## src/rtl/rip_branch_resolver.sv

```systemverilog
// Branch resolution queue: holds in-flight predictions in FIFO order, trains the
// predictor on resolve, and repairs the speculative global history on mispredict.
module rip_branch_resolver #(
    parameter int unsigned GLOBAL_HISTORY_DEPTH = 10,
    parameter int unsigned QUEUE_DEPTH          = 4
) (
    input  logic                             clk,
    input  logic                             rstn,
    input  logic                             pred_valid,
    input  logic [31:0]                      pred_pc,
    input  logic                             pred_taken,
    output logic                             pred_ready,
    input  logic                             res_valid,
    input  logic                             res_taken,
    output logic                             flush,
    output logic                             upd_valid,
    output logic [31:0]                      upd_pc,
    output logic                             upd_taken,
    output logic [GLOBAL_HISTORY_DEPTH-1:0]  upd_history,
    output logic [GLOBAL_HISTORY_DEPTH-1:0]  ghr,
    output logic [$clog2(QUEUE_DEPTH):0]     count,
    output logic                             res_err
);

    localparam int unsigned HW    = GLOBAL_HISTORY_DEPTH;
    localparam int unsigned PTR_W = $clog2(QUEUE_DEPTH);
    localparam int unsigned CNT_W = PTR_W + 1;

    typedef struct packed {
        logic [31:0]   pc;
        logic          taken;
        logic [HW-1:0] hist;
    } entry_t;

    entry_t             r_queue [QUEUE_DEPTH];
    logic [PTR_W-1:0]   r_head;
    logic [PTR_W-1:0]   r_tail;
    logic [CNT_W-1:0]   r_count;
    logic [HW-1:0]      r_ghr;
    logic               r_flush;
    logic               r_upd_valid;
    logic               r_res_err;
    logic [31:0]        r_upd_pc;
    logic               r_upd_taken;
    logic [HW-1:0]      r_upd_history;

    logic               w_full;
    logic               w_empty;
    logic               w_enq;
    logic               w_res;
    logic               w_mis;
    entry_t             w_head;
    entry_t             w_new;

    // Ready depends only on occupancy; a same-cycle pop never frees a slot early.
    always_comb begin
        w_full  = (r_count == CNT_W'(QUEUE_DEPTH));
        w_empty = (r_count == '0);
        w_enq   = pred_valid && !w_full;
        w_res   = res_valid && !w_empty;
        w_head  = r_queue[r_head];
        w_mis   = w_res && (w_head.taken != res_taken);
        w_new   = '{pc: pred_pc, taken: pred_taken, hist: r_ghr};
    end

    // Entry storage carries no reset; validity is tracked by the pointers and count.
    always_ff @(posedge clk) begin
        if (w_enq) begin
            r_queue[r_tail] <= w_new;
        end
    end

    always_ff @(posedge clk or negedge rstn) begin
        if (!rstn) begin
            r_head        <= '0;
            r_tail        <= '0;
            r_count       <= '0;
            r_ghr         <= '0;
            r_flush       <= 1'b0;
            r_upd_valid   <= 1'b0;
            r_res_err     <= 1'b0;
            r_upd_pc      <= '0;
            r_upd_taken   <= 1'b0;
            r_upd_history <= '0;
        end else begin
            r_flush     <= w_mis;
            r_upd_valid <= w_res;
            r_res_err   <= res_valid && w_empty;

            if (w_res) begin
                r_upd_pc      <= w_head.pc;
                r_upd_taken   <= res_taken;
                r_upd_history <= w_head.hist;
            end

            // A mispredict discards everything, including a same-cycle enqueue.
            if (w_mis) begin
                r_head  <= '0;
                r_tail  <= '0;
                r_count <= '0;
                r_ghr   <= {w_head.hist[HW-2:0], res_taken};
            end else begin
                if (w_enq) begin
                    r_tail <= r_tail + PTR_W'(1);
                    r_ghr  <= {r_ghr[HW-2:0], pred_taken};
                end
                if (w_res) begin
                    r_head <= r_head + PTR_W'(1);
                end
                r_count <= r_count + CNT_W'(w_enq) - CNT_W'(w_res);
            end
        end
    end

    assign pred_ready  = !w_full;
    assign flush       = r_flush;
    assign upd_valid   = r_upd_valid;
    assign res_err     = r_res_err;
    assign upd_pc      = r_upd_pc;
    assign upd_taken   = r_upd_taken;
    assign upd_history = r_upd_history;
    assign ghr         = r_ghr;
    assign count       = r_count;

endmodule

```

## config.mk

```make
export PLATFORM = sky130hd
export DESIGN_NAME = rip_branch_resolver
export DESIGN_NICKNAME = d
export VERILOG_FILES = /design/src/rtl/rip_branch_resolver.sv
export SDC_FILE = /design/constraint.sdc
export NUM_CORES = 1
export LEC_CHECK = 0
export BUFFER_PORTS_ARGS = -buffer_cell sky130_fd_sc_hd__buf_2
export CORE_ASPECT_RATIO = 0.8
export CORE_MARGIN = 3
export CORE_UTILIZATION = 30
export CTS_BUF_LIST = sky130_fd_sc_hd__clkbuf_4
export CTS_CLUSTER_SIZE = 30
export DETAILED_ROUTE_END_ITERATION = 7
export SYNTH_ARGS = -nofsm -noshare
export SYNTH_HDL_FRONTEND = slang
export SYNTH_SLANG_ARGS = --single-unit
```

## constraint.sdc

```tcl
create_clock -name clk -period 7.85 [get_ports clk]
set_input_delay 0.3925 -clock clk [delete_from_list [all_inputs] [get_ports clk]]
set_output_delay 0.3925 -clock clk [all_outputs]
set_load 0.02 [all_outputs]
```

==> results of run 1 <==
-- cell families after synthesis --
logic type / Yosys count / share of synthesized area, %
compound gates: 8 / 0.552
xor+xnor: 5 / 0.581
fa+ha+maj: 7 / 1.08
buf+inv: 24 / 1.33
flops: 235 / 76.3
mux: 103 / 18.7
simple gates: 24 / 1.43
-- final timing paths --
kind	from	to
hold reg to reg	upd_taken	upd_taken
setup / recovery	count[1]	count[2]
min in group asynchronous	rstn	upd_pc[10]
setup reg to reg	count[1]	count[2]
hold / removal	pred_valid	r_tail[1]
max in group asynchronous	rstn	r_head[0]
-- metrics by stage --
| step | cell area, sq um | setup WS, ns | util [%] | hold WS (ns) | std cells |
|---|---|---|---|---|---|
| final | 10800 | 4.82 | 37.8 | 0.260 | 1002 |
| after global routing | 10800 | 4.53 | 37.8 | 0.234 | 1002 |
| after CTS | 10800 | 4.73 | 37.8 | 0.191 | 1002 |
| after detailed placement | 9750 | 4.75 | 34.1 | 0.483 | 860 |
| after global placement | 9750 | 4.82 | 34.1 | 0.486 | 860 |
| after floorplan | 8840 | 5.12 | - | 0.0969 | 406 |
-- worst max-delay path: cells and delay by family (launching register included) --
kind	cells	cell delay, ns
compound gates	1	0.26
xor+xnor	2	0.33
fa+ha+maj	3	0.83
buf+inv	4	0.90
flops	1	0.48
simple gates	1	0.07
-- Yosys cell counts, types with 2 or more instances --
cell	number
sky130_fd_sc_hd__a21oi_1	2
sky130_fd_sc_hd__and3_2	4
sky130_fd_sc_hd__buf_2	10
sky130_fd_sc_hd__buf_6	2
sky130_fd_sc_hd__clkbuf_1	5
sky130_fd_sc_hd__dfrtp_1	63
sky130_fd_sc_hd__edfxtp_1	172
sky130_fd_sc_hd__ha_1	6
sky130_fd_sc_hd__inv_1	6
sky130_fd_sc_hd__mux2_1	5
sky130_fd_sc_hd__mux2_2	52
sky130_fd_sc_hd__mux2_4	3
sky130_fd_sc_hd__mux4_2	43
sky130_fd_sc_hd__nand2_1	7
sky130_fd_sc_hd__nor2_1	6
sky130_fd_sc_hd__o21ai_0	3
sky130_fd_sc_hd__xnor2_1	2
sky130_fd_sc_hd__xor2_1	2
-- power groups by stage --
stage / clock network [mW] / registers, mW / logic [mW]
after floorplan: 0 / 2.06 / 0.741
after global placement: 0 / 2.01 / 1.20
final: 0.951 / 1.99 / 1.20
after CTS: 0.992 / 2.01 / 1.24
after global routing: 1.06 / 2.05 / 1.31
after detailed placement: 0 / 2.04 / 1.23
-- state kept, by name, summed over array words and instances, names as in the netlist --
register / flops
r_tail: 2
upd_history: 10
flush: 1
r_head: 2
count: 3
upd_pc: 32
ghr: 10
res_err: 1
upd_valid: 1
upd_taken: 1
r_queue: 172
-- cell type report --
cell class	instances	area share, %
flip-flops and latches	235	62.4
multi-input cells	147	18.4
repair buffers	138	8.19
clock buffers	81	5.62
well taps	370	4.28
clock inverters	25	0.891
inverters	6	0.208
-- metal layers --
metal | GRT usage, % | share of wire (%)
met4 | 3.47 | 1.4
met2 | 19.3 | 49
met3 | 3.77 | 6.4
met5 | 0 | 0
met1 | 14.7 | 43
==> flow_metrics.env, run 1 <==
export IMPL_status="finished, final reports clean"
export IMPL_synth_area_sq_um=8840
export IMPL_area_delta_synth_final_pct=22.4
export IMPL_max_clock_freq_ghz=0.330
export IMPL_grt_start_max_net_pins=64
export IMPL_path_class="flop to flop"
export IMPL_finalHoldViolations=0
export IMPL_ys_ff_latch=235
export IMPL_p_int_mw=2.79
export IMPL_setup_violations=0
export IMPL_startpoint_type="flop"
export IMPL_detailedRoute_firstPassIterationCount=5
export IMPL_syn_nets=451
export IMPL_post_synth_main_area_contributors="sky130_fd_sc_hd__edfxtp_1 (58%), sky130_fd_sc_hd__dfrtp_1 (18%), sky130_fd_sc_hd__mux4_2 (11%), sky130_fd_sc_hd__mux2_2 (6.6%), sky130_fd_sc_hd__ha_1 (0.85%)"
export IMPL_report_power_total_mw=4.15
export IMPL_multi_input_comb_area_sq_um=1990
export IMPL_ir_drop_v=0.000145
export IMPL_whs_path_cells=4
export IMPL_numPortBuffers=97
export IMPL_timing_final_crit_share_pct=38.6
export IMPL_timing_critical_path_slowest_stage_cell="sky130_fd_sc_hd__buf_4"
export IMPL_dieWidth_um=198
export IMPL_cp_required_ns=8.34
export IMPL_cts_resized=0
export IMPL_clkTransAtPathRegs_ns=0.07
export IMPL_synth_top_cell_area_share_pct=58.5
export IMPL_comb_power_share_pct=29.0
export IMPL_rsz0062_at_grt="no"
export IMPL_grt_antenna_before_repair=0
export IMPL_clk_network_pwr_share_pct=22.9
export IMPL_postSynth_topFlopCell="sky130_fd_sc_hd__edfxtp_1"
export IMPL_synth_warning_count=0
export IMPL_antenna_cells_inserted=0
export IMPL_tritoncts_clock_tree="built"
export IMPL_first_global_vias=5031
export IMPL_worstHoldPathType="input port to flop"
export IMPL_maxSlewViolCount=0
export IMPL_drt_iter0_markers=199
export IMPL_post_route_cells_drive_above_1_share_pct=46.7
export IMPL_die_height_um=160
export IMPL_final_cell_mix="sky130_fd_sc_hd__edfxtp_1 (172), sky130_fd_sc_hd__buf_2 (96), sky130_fd_sc_hd__clkbuf_4 (81)"
export IMPL_via_per_inst=4.44
export IMPL_crit_path_arrival_time_ns=3.52
export IMPL_power_static_leakage_nw=3.99
export IMPL_ant_nets=0
export IMPL_cts_buffers_inserted=56
export IMPL_io_pins=98
export IMPL_cts_post_setup_buffers_inserted=0
export IMPL_clock_latency_ns=0.65
export IMPL_worst_path_most_repeated_cell="sky130_fd_sc_hd__inv_1"
export IMPL_synth_distinct_cells=31
export IMPL_drt_total_wl_um=18200
export IMPL_track_usage_pct=11.7
export IMPL_core_area_sq_um=28600
export IMPL_netlist_instances=406
export IMPL_min_period_ns=3.03
export IMPL_synth_enable_flop_cells=172
export IMPL_timing_clock_skew_ns=0.0219
export IMPL_cp_end_kind="flop"
export IMPL_route_vias_total=4451
export IMPL_critPathMaxStageDelay_ns=0.60
export IMPL_synth_largest_area_cell="sky130_fd_sc_hd__edfxtp_1"
export IMPL_initial_utilization_pct=30.9
export IMPL_cts_root_buffer_cell="sky130_fd_sc_hd__clkbuf_4"
export IMPL_globalplace_congestion=0.685
export IMPL_seq_area_frac_synth_pct=76.3
export IMPL_switching_share_pct=32.8
export IMPL_avg_wl_per_cell_um=18.2
export IMPL_dp_hpwl_um=10600
export IMPL_num_rows=55
export IMPL_num_fill_cells=2682
export IMPL_largest_fanout_on_the_critical_path=49
export IMPL_drv_max_cap_violation_count=0
export IMPL_asyncSetResetFlopFracSynth_pct=26.8
export IMPL_switchingPower_mw=1.36
export IMPL_final_net_count=629
export IMPL_power_density_nw_per_um2=384
export IMPL_fin_setup_tns_ns=0
export IMPL_syn_area_per_cell_sq_um=21.8
export IMPL_max_slew_worst_pin_slew_ns=1.17
export IMPL_timing_critical_path_cells="o31ai_4, buf_4, inv_1, ha_1, inv_1, ha_1, inv_1, fa_1, xor2_1, xnor2_1, nor2_1"
export IMPL_drc=0
export IMPL_floorplan_die_area_sq_um=31600
export IMPL_clock_tree_buffer_depth=3
export IMPL_setup_reg_to_reg_worst_slack_ns=4.82
export IMPL_global_route_overflow_total=0
export IMPL_area_sequential_sq_um=6750
export IMPL_share_seq_of_total_power_pct=48.1
export IMPL_layout_cells_most_common="sky130_fd_sc_hd__edfxtp_1"
export IMPL_cts_hold_buf=36
export IMPL_grt_first_pass_wirelength_um=28600
export IMPL_slew_headroom_pct=21.8
export IMPL_cts_max_level=2
export IMPL_r2r_cells=11
export IMPL_cts_sinks=235
Note: power is estimated with default switching activity, not from simulation.
==> run 2: changes to the inputs <==
==> constraint.sdc (replaced) <==
create_clock -name clk -period 3.1 [get_ports clk]
set_input_delay 0.155 -clock clk [delete_from_list [all_inputs] [get_ports clk]]
set_output_delay 0.155 -clock clk [all_outputs]
set_load 0.02 [all_outputs]
==> run 2 against run 1 <==
  * Clock skew rose by 0.032 ns
  * Global-route usage rose by 0.31 points
  * Sequential cell count did not move
  * Critical path depth did not move
  * Non-clock buffer count rose by 7
  * Combinational power rose to 2.8 times the previous value
  * Register-to-register slack got worse by 4.5 ns
  * Largest power group unchanged
==> flow_metrics.env, run 2 (synthesis results as in run 1) <==
export IMPL_worst_path_most_repeated_cell="sky130_fd_sc_hd__inv_1"
export IMPL_ant_nets=0
export IMPL_post_layout_nonfiller_instances=1016
export IMPL_area_delta_synth_final_pct=24.0
export IMPL_grt_antenna_before_repair=0
export IMPL_slew_headroom_pct=43.2
export IMPL_floorplan_die_area_sq_um=31600
export IMPL_cp_required_ns=3.63
export IMPL_num_rows=55
export IMPL_cp_end_kind="flop"
export IMPL_power_density_nw_per_um2=981
export IMPL_route_vias_total=4527
export IMPL_comb_power_share_pct=31.1
export IMPL_largest_fanout_on_the_critical_path=10
export IMPL_status="finished, final reports clean"
export IMPL_first_global_vias=5146
export IMPL_power_static_leakage_nw=4.05
export IMPL_globalplace_congestion=0.698
export IMPL_path_class="flop to flop"
export IMPL_placed_cells_incl_taps=865
export IMPL_layout_cells_most_common="sky130_fd_sc_hd__edfxtp_1"
export IMPL_timing_final_crit_share_pct=88.2
export IMPL_r2r_start="count[1]"
export IMPL_io_pins=98
export IMPL_startpoint_type="flop"
export IMPL_share_seq_of_total_power_pct=44.6
export IMPL_cts_resized=0
export IMPL_r2r_cells=11
export IMPL_numPortBuffers=97
export IMPL_clock_tree_buffer_depth=3
export IMPL_detailedRoute_firstPassIterationCount=5
export IMPL_ir_drop_v=0.000391
export IMPL_finalHoldViolations=0
export IMPL_dp_hpwl_um=10200
export IMPL_report_power_total_mw=10.7
export IMPL_tritoncts_clock_tree="built"
export IMPL_dieWidth_um=198
export IMPL_clock_latency_ns=0.70
export IMPL_timing_clock_skew_ns=0.0539
export IMPL_setup_reg_to_reg_worst_slack_ns=0.37
export IMPL_fin_setup_tns_ns=0
export IMPL_cts_buffers_inserted=60
export IMPL_path_buf_inv=3
export IMPL_post_route_cells_drive_above_1_share_pct=47.5
export IMPL_die_height_um=160
export IMPL_switchingPower_mw=3.47
export IMPL_crit_path_arrival_time_ns=3.26
export IMPL_cts_sinks=235
export IMPL_setup_violations=0
export IMPL_min_period_ns=2.73
export IMPL_core_area_sq_um=28600
export IMPL_critical_path_top_delay_family="simple AND/OR/NAND/NOR gates"
export IMPL_drt_total_wl_um=18300
export IMPL_postLayoutCellArea_sq_um=11000
export IMPL_num_fill_cells=2674
export IMPL_placement_cell_area_sq_um=9790
export IMPL_antenna_cells_inserted=0
export IMPL_timing_critical_path_slowest_stage_cell="sky130_fd_sc_hd__or3b_1"
export IMPL_final_net_count=640
export IMPL_via_per_inst=4.46
export IMPL_rsz0062_at_grt="no"
export IMPL_clk_network_pwr_share_pct=24.4
export IMPL_drc=0
export IMPL_global_route_overflow_total=0
export IMPL_p_int_mw=7.27
export IMPL_critPathMaxStageDelay_ns=0.50
export IMPL_max_clock_freq_ghz=0.366
export IMPL_cts_root_buffer_cell="sky130_fd_sc_hd__clkbuf_4"
export IMPL_avg_wl_per_cell_um=18.0
export IMPL_cts_max_level=2
export IMPL_drv_max_cap_violation_count=0
export IMPL_clkTransAtPathRegs_ns=0.07
export IMPL_initial_utilization_pct=30.9
export IMPL_hold_worst_slack_ns=0.128
export IMPL_track_usage_pct=12.0
export IMPL_largest_register_ffs=172
export IMPL_max_flop_register="r_queue"
export IMPL_grt_start_max_net_pins=57
export IMPL_r2r_end="count[2]"
export IMPL_final_cell_mix="sky130_fd_sc_hd__edfxtp_1 (172), sky130_fd_sc_hd__buf_2 (96), sky130_fd_sc_hd__clkbuf_4 (88)"
export IMPL_drt_iter0_markers=167
export IMPL_switching_share_pct=32.3
export IMPL_maxSlewViolCount=0
export IMPL_grt_first_pass_wirelength_um=29000
export IMPL_area_sequential_sq_um=6750
export IMPL_timing_critical_path_cells="or3b_1, and2_4, inv_1, ha_1, inv_1, ha_1, inv_1, fa_1, xor2_1, xnor2_1, nor2_1"
export IMPL_max_slew_worst_pin_slew_ns=0.852
export IMPL_multi_input_comb_area_sq_um=1990
export IMPL_worstHoldPathType="input port to asynchronous set/reset pin"
## run 2: how the worst max path moves through the flow
| stage | slack, ns | from | cells past startpoint | end |
|---|---|---|---|---|
| after floorplan | 0.37 | count[1] | 13 | count[2] |
| after global placement | 0.51 | count[1] | 11 | count[2] |
| after detailed placement | 0.36 | count[1] | 11 | count[2] |
| after CTS | 0.35 | count[1] | 11 | count[2] |
| after global routing | 0.21 | count[1] | 11 | count[2] |
| final | 0.37 | count[1] | 11 | count[2] |
## run 2: per-layer routing
| layer | GRT usage, % | wire length (um) | up-vias |
|---|---|---|---|
| li1 | - | - | 2042 |
| met3 | 4.08 | 1220 | 33 |
| met4 | 4.31 | 351 | 0 |
| met5 | 0 | 0 | - |
| met1 | 14.4 | 7710 | 2325 |
| met2 | 20.1 | 8990 | 127 |
## run 2: what timing repair did
action,CTS,global route
hold buffers,38,0
endpoints found under the setup margin,0,0
buffers inserted,0,0
hold endpoints to repair,197,0
## run 2: power groups by stage
stage / Combinational [mW] / Sequential [mW] / Clock, mW
6_report: 3.34 / 4.79 / 2.62
5_1_grt: 3.65 / 4.89 / 2.93
4_1_cts: 3.46 / 4.81 / 2.76
3_5_place_dp: 3.41 / 4.87 / 0
3_3_place_gp: 3.33 / 4.81 / 0
2_1_floorplan: 1.88 / 5.21 / 0
## run 2: cell type report
class | count | share of cell area [%]
flip-flops and latches | 235 | 61.6
multi-input cells | 147 | 18.2
repair buffers | 145 | 8.61
clock buffers | 88 | 6.03
well taps | 370 | 4.23
clock inverters | 25 | 1.18
inverters | 6 | 0.206
## run 2: per-stage QoR
stage / setup WS [ns] / util [%]
after floorplan: 0.367 / -
final: 0.366 / 38.3
after global routing: 0.214 / 38.3
after global placement: 0.515 / 34.2
after detailed placement: 0.359 / 34.2
after CTS: 0.352 / 38.3
==> run 3: changes to the inputs <==
--- a/config.mk
+++ b/config.mk
@@ -5,9 +5,10 @@
 export SDC_FILE = /design/constraint.sdc
 export NUM_CORES = 1
 export LEC_CHECK = 0
+export ABC_AREA = 1
 export BUFFER_PORTS_ARGS = -buffer_cell sky130_fd_sc_hd__buf_2
 export CORE_ASPECT_RATIO = 0.8
-export CORE_MARGIN = 3
+export CORE_MARGIN = 2
 export CORE_UTILIZATION = 30
 export CTS_BUF_LIST = sky130_fd_sc_hd__clkbuf_4
 export CTS_CLUSTER_SIZE = 30
==> run 3 against run 2 <==
  * Via count increased by 36%
  * Synthesized cell count is 85% higher
  * Final cell count is 36% higher
  * Sequential cell count is the same
  * Sequential power hardly changed
  * Combinational power grew 12%
  * Power increased by 4.2%
  * Clock power is 2% higher
  * Area after synthesis grew 3.8%
==> flow_metrics.env, run 3 <==
export IMPL_seq_area_frac_synth_pct=73.5
export IMPL_cp_end_kind="flop"
export IMPL_setup_reg_to_reg_worst_slack_ns=0.93
export IMPL_synth_largest_area_cell="sky130_fd_sc_hd__edfxtp_1"
export IMPL_synth_top_cell_area_share_pct=56.3
export IMPL_drv_max_cap_violation_count=0
export IMPL_status="finished, final reports clean"
export IMPL_first_global_vias=6014
export IMPL_ir_drop_v=0.000466
export IMPL_timing_final_crit_share_pct=69.9
export IMPL_r2r_start="count[1]"
export IMPL_final_net_count=964
export IMPL_area_delta_synth_final_pct=22.9
export IMPL_syn_area_per_cell_sq_um=12.2
export IMPL_post_route_cells_drive_above_1_share_pct=23.5
export IMPL_netlist_instances=752
export IMPL_numPortBuffers=97
export IMPL_detailedRoute_firstPassIterationCount=7
export IMPL_cp_required_ns=3.73
export IMPL_global_route_overflow_total=0
export IMPL_largest_register_ffs=172
export IMPL_startpoint_type="flop"
export IMPL_layout_cells_most_common="sky130_fd_sc_hd__edfxtp_1"
export IMPL_drt_total_wl_um=21500
export IMPL_num_fill_cells=3014
export IMPL_postLayoutCellArea_sq_um=11300
export IMPL_grt_start_max_net_pins=81
export IMPL_rsz0062_at_grt="no"
export IMPL_grt_first_pass_wirelength_um=33900
export IMPL_maxSlewViolCount=0
export IMPL_cts_root_buffer_cell="sky130_fd_sc_hd__clkbuf_4"
export IMPL_clock_latency_ns=0.69
export IMPL_via_per_inst=4.46
export IMPL_track_usage_pct=13.8
export IMPL_synth_top_cells_by_count="sky130_fd_sc_hd__edfxtp_1 (172), sky130_fd_sc_hd__nor2_1 (171), sky130_fd_sc_hd__nand2_1 (103)"
export IMPL_clock_tree_buffer_depth=3
export IMPL_drc=0
export IMPL_dieWidth_um=199
export IMPL_min_period_ns=2.17
export IMPL_fin_util_pct=37.3
export IMPL_cts_max_level=2
export IMPL_cts_resized=0
export IMPL_finalHoldViolations=0
export IMPL_io_pins=98
export IMPL_power_density_nw_per_um2=993
export IMPL_drt_iter0_markers=432
export IMPL_ant_nets=0
export IMPL_synth_enable_flop_cells=172
export IMPL_cts_sinks=235
export IMPL_timing_clock_skew_ns=0.0402
export IMPL_max_slew_worst_pin_slew_ns=0.956
export IMPL_largest_fanout_on_the_critical_path=9
export IMPL_dp_hpwl_um=12200
export IMPL_tritoncts_clock_tree="built"
export IMPL_asyncSetResetFlopFracSynth_pct=26.8
export IMPL_syn_nets=797
export IMPL_die_height_um=160
export IMPL_cts_buffers_inserted=58
export IMPL_post_synth_main_area_contributors="sky130_fd_sc_hd__edfxtp_1 (56%), sky130_fd_sc_hd__dfrtp_1 (17%), sky130_fd_sc_hd__nor2_1 (7.0%), sky130_fd_sc_hd__o21ai_0 (4.3%), sky130_fd_sc_hd__nand2_1 (4.2%)"
export IMPL_worstHoldPathType="input port to asynchronous set/reset pin"
export IMPL_core_area_sq_um=30200
export IMPL_synth_most_common_cell="sky130_fd_sc_hd__edfxtp_1"
export IMPL_max_flop_register="r_queue"
export IMPL_floorplan_die_area_sq_um=32000
export IMPL_postSynth_topFlopCell="sky130_fd_sc_hd__edfxtp_1"
export IMPL_num_rows=57
export IMPL_r2r_end="count[1]"
export IMPL_power_static_leakage_nw=4.43
export IMPL_synth_area_sq_um=9170
export IMPL_final_cell_mix="sky130_fd_sc_hd__edfxtp_1 (172), sky130_fd_sc_hd__nor2_1 (167), sky130_fd_sc_hd__nand2_1 (103)"
export IMPL_path_class="flop to flop"
export IMPL_synth_distinct_cells=27
export IMPL_route_vias_total=6161
export IMPL_clkTransAtPathRegs_ns=0.07
export IMPL_globalplace_congestion=0.719
export IMPL_synth_warning_count=0
export IMPL_avg_wl_per_cell_um=15.6
export IMPL_slew_headroom_pct=36.2
export IMPL_max_clock_freq_ghz=0.462
export IMPL_grt_antenna_before_repair=1
export IMPL_placement_cell_area_sq_um=10100
export IMPL_crit_path_arrival_time_ns=2.79
export IMPL_r2r_cells=10
export IMPL_initial_utilization_pct=30.3
export IMPL_setup_violations=0
export IMPL_ys_ff_latch=235
==> run 3: area by class of cell <==
type,instances,area [sq um],area share [%]
antenna,2,5.00,0.0444
clock buffer,93,698,6.19
clock inverter,15,82.6,0.733
inverter,27,106,0.943
multi-input combinational,448,2130,18.9
sequential,235,6750,59.9
tap,413,517,4.58
timing repair buffer,149,983,8.72
==> run 3: worst max-delay path: stages, from the launching register on <==
cell and delay (ns):
sky130_fd_sc_hd__dfrtp_1 0.43, sky130_fd_sc_hd__inv_1 0.09, sky130_fd_sc_hd__nand3_1 0.10, sky130_fd_sc_hd__nand2_2 0.27, sky130_fd_sc_hd__ha_1 0.29, sky130_fd_sc_hd__inv_1 0.05, sky130_fd_sc_hd__ha_1 0.13, sky130_fd_sc_hd__inv_1 0.05
sky130_fd_sc_hd__fa_1 0.41, sky130_fd_sc_hd__or2_1 0.22, sky130_fd_sc_hd__inv_1 0.05
==> run 3: cells by family after synthesis <==
logic type | synth area share (%)
compound gates | 6.51
xor+xnor | 0.287
simple gates | 15.1
flops | 73.5
buf+inv | 3.55
fa+ha+maj | 1.04
==> run 3: power by group <==
group	internal [mW]	switching, mW	total (mW)
clock network	1.44	1.22	2.66
registers	4.35	0.456	4.81
logic	1.14	2.59	3.73
==> run 3: layer usage <==
layer | vias to the layer above | global-route usage (%) | wire length (um)
li1 | 2985 | - | -
met1 | 2961 | 18.9 | 9880
met2 | 175 | 21.6 | 9930
met3 | 40 | 3.61 | 1360
met4 | 0 | 4.28 | 327
met5 | - | 0 | 0
==> run 3: what timing repair did <==
action / in CTS / in global routing
hold buffers: 37 / 0
buffers inserted: 0 / 0
endpoints found under the hold margin: 214 / 0
==> run 3: how the worst max path moves through the flow <==
stage / startpoint / endpoint / slack, ns
after floorplan: count[1] / r_queue[0][0] / -0.37
after global placement: count[1] / count[1] / 0.98
after detailed placement: count[1] / count[1] / 0.95
after CTS: count[1] / count[1] / 0.93
after global routing: count[1] / count[2] / 0.79
final: count[1] / count[1] / 0.93
==> run 3: stage by stage <==
step                      power, mW  setup slack (ns)  hold slack, ns  instances  TNS [ns]
after global placement         8.58             0.978           0.368       1235         0
final                          11.2             0.934           0.183       1382         0
after CTS                      11.4             0.927           0.157       1380         0
after global routing           12.0             0.793           0.181       1382         0
after floorplan                7.35            -0.366          -0.141        752    -62.99
after detailed placement       8.63             0.948           0.373       1235         0
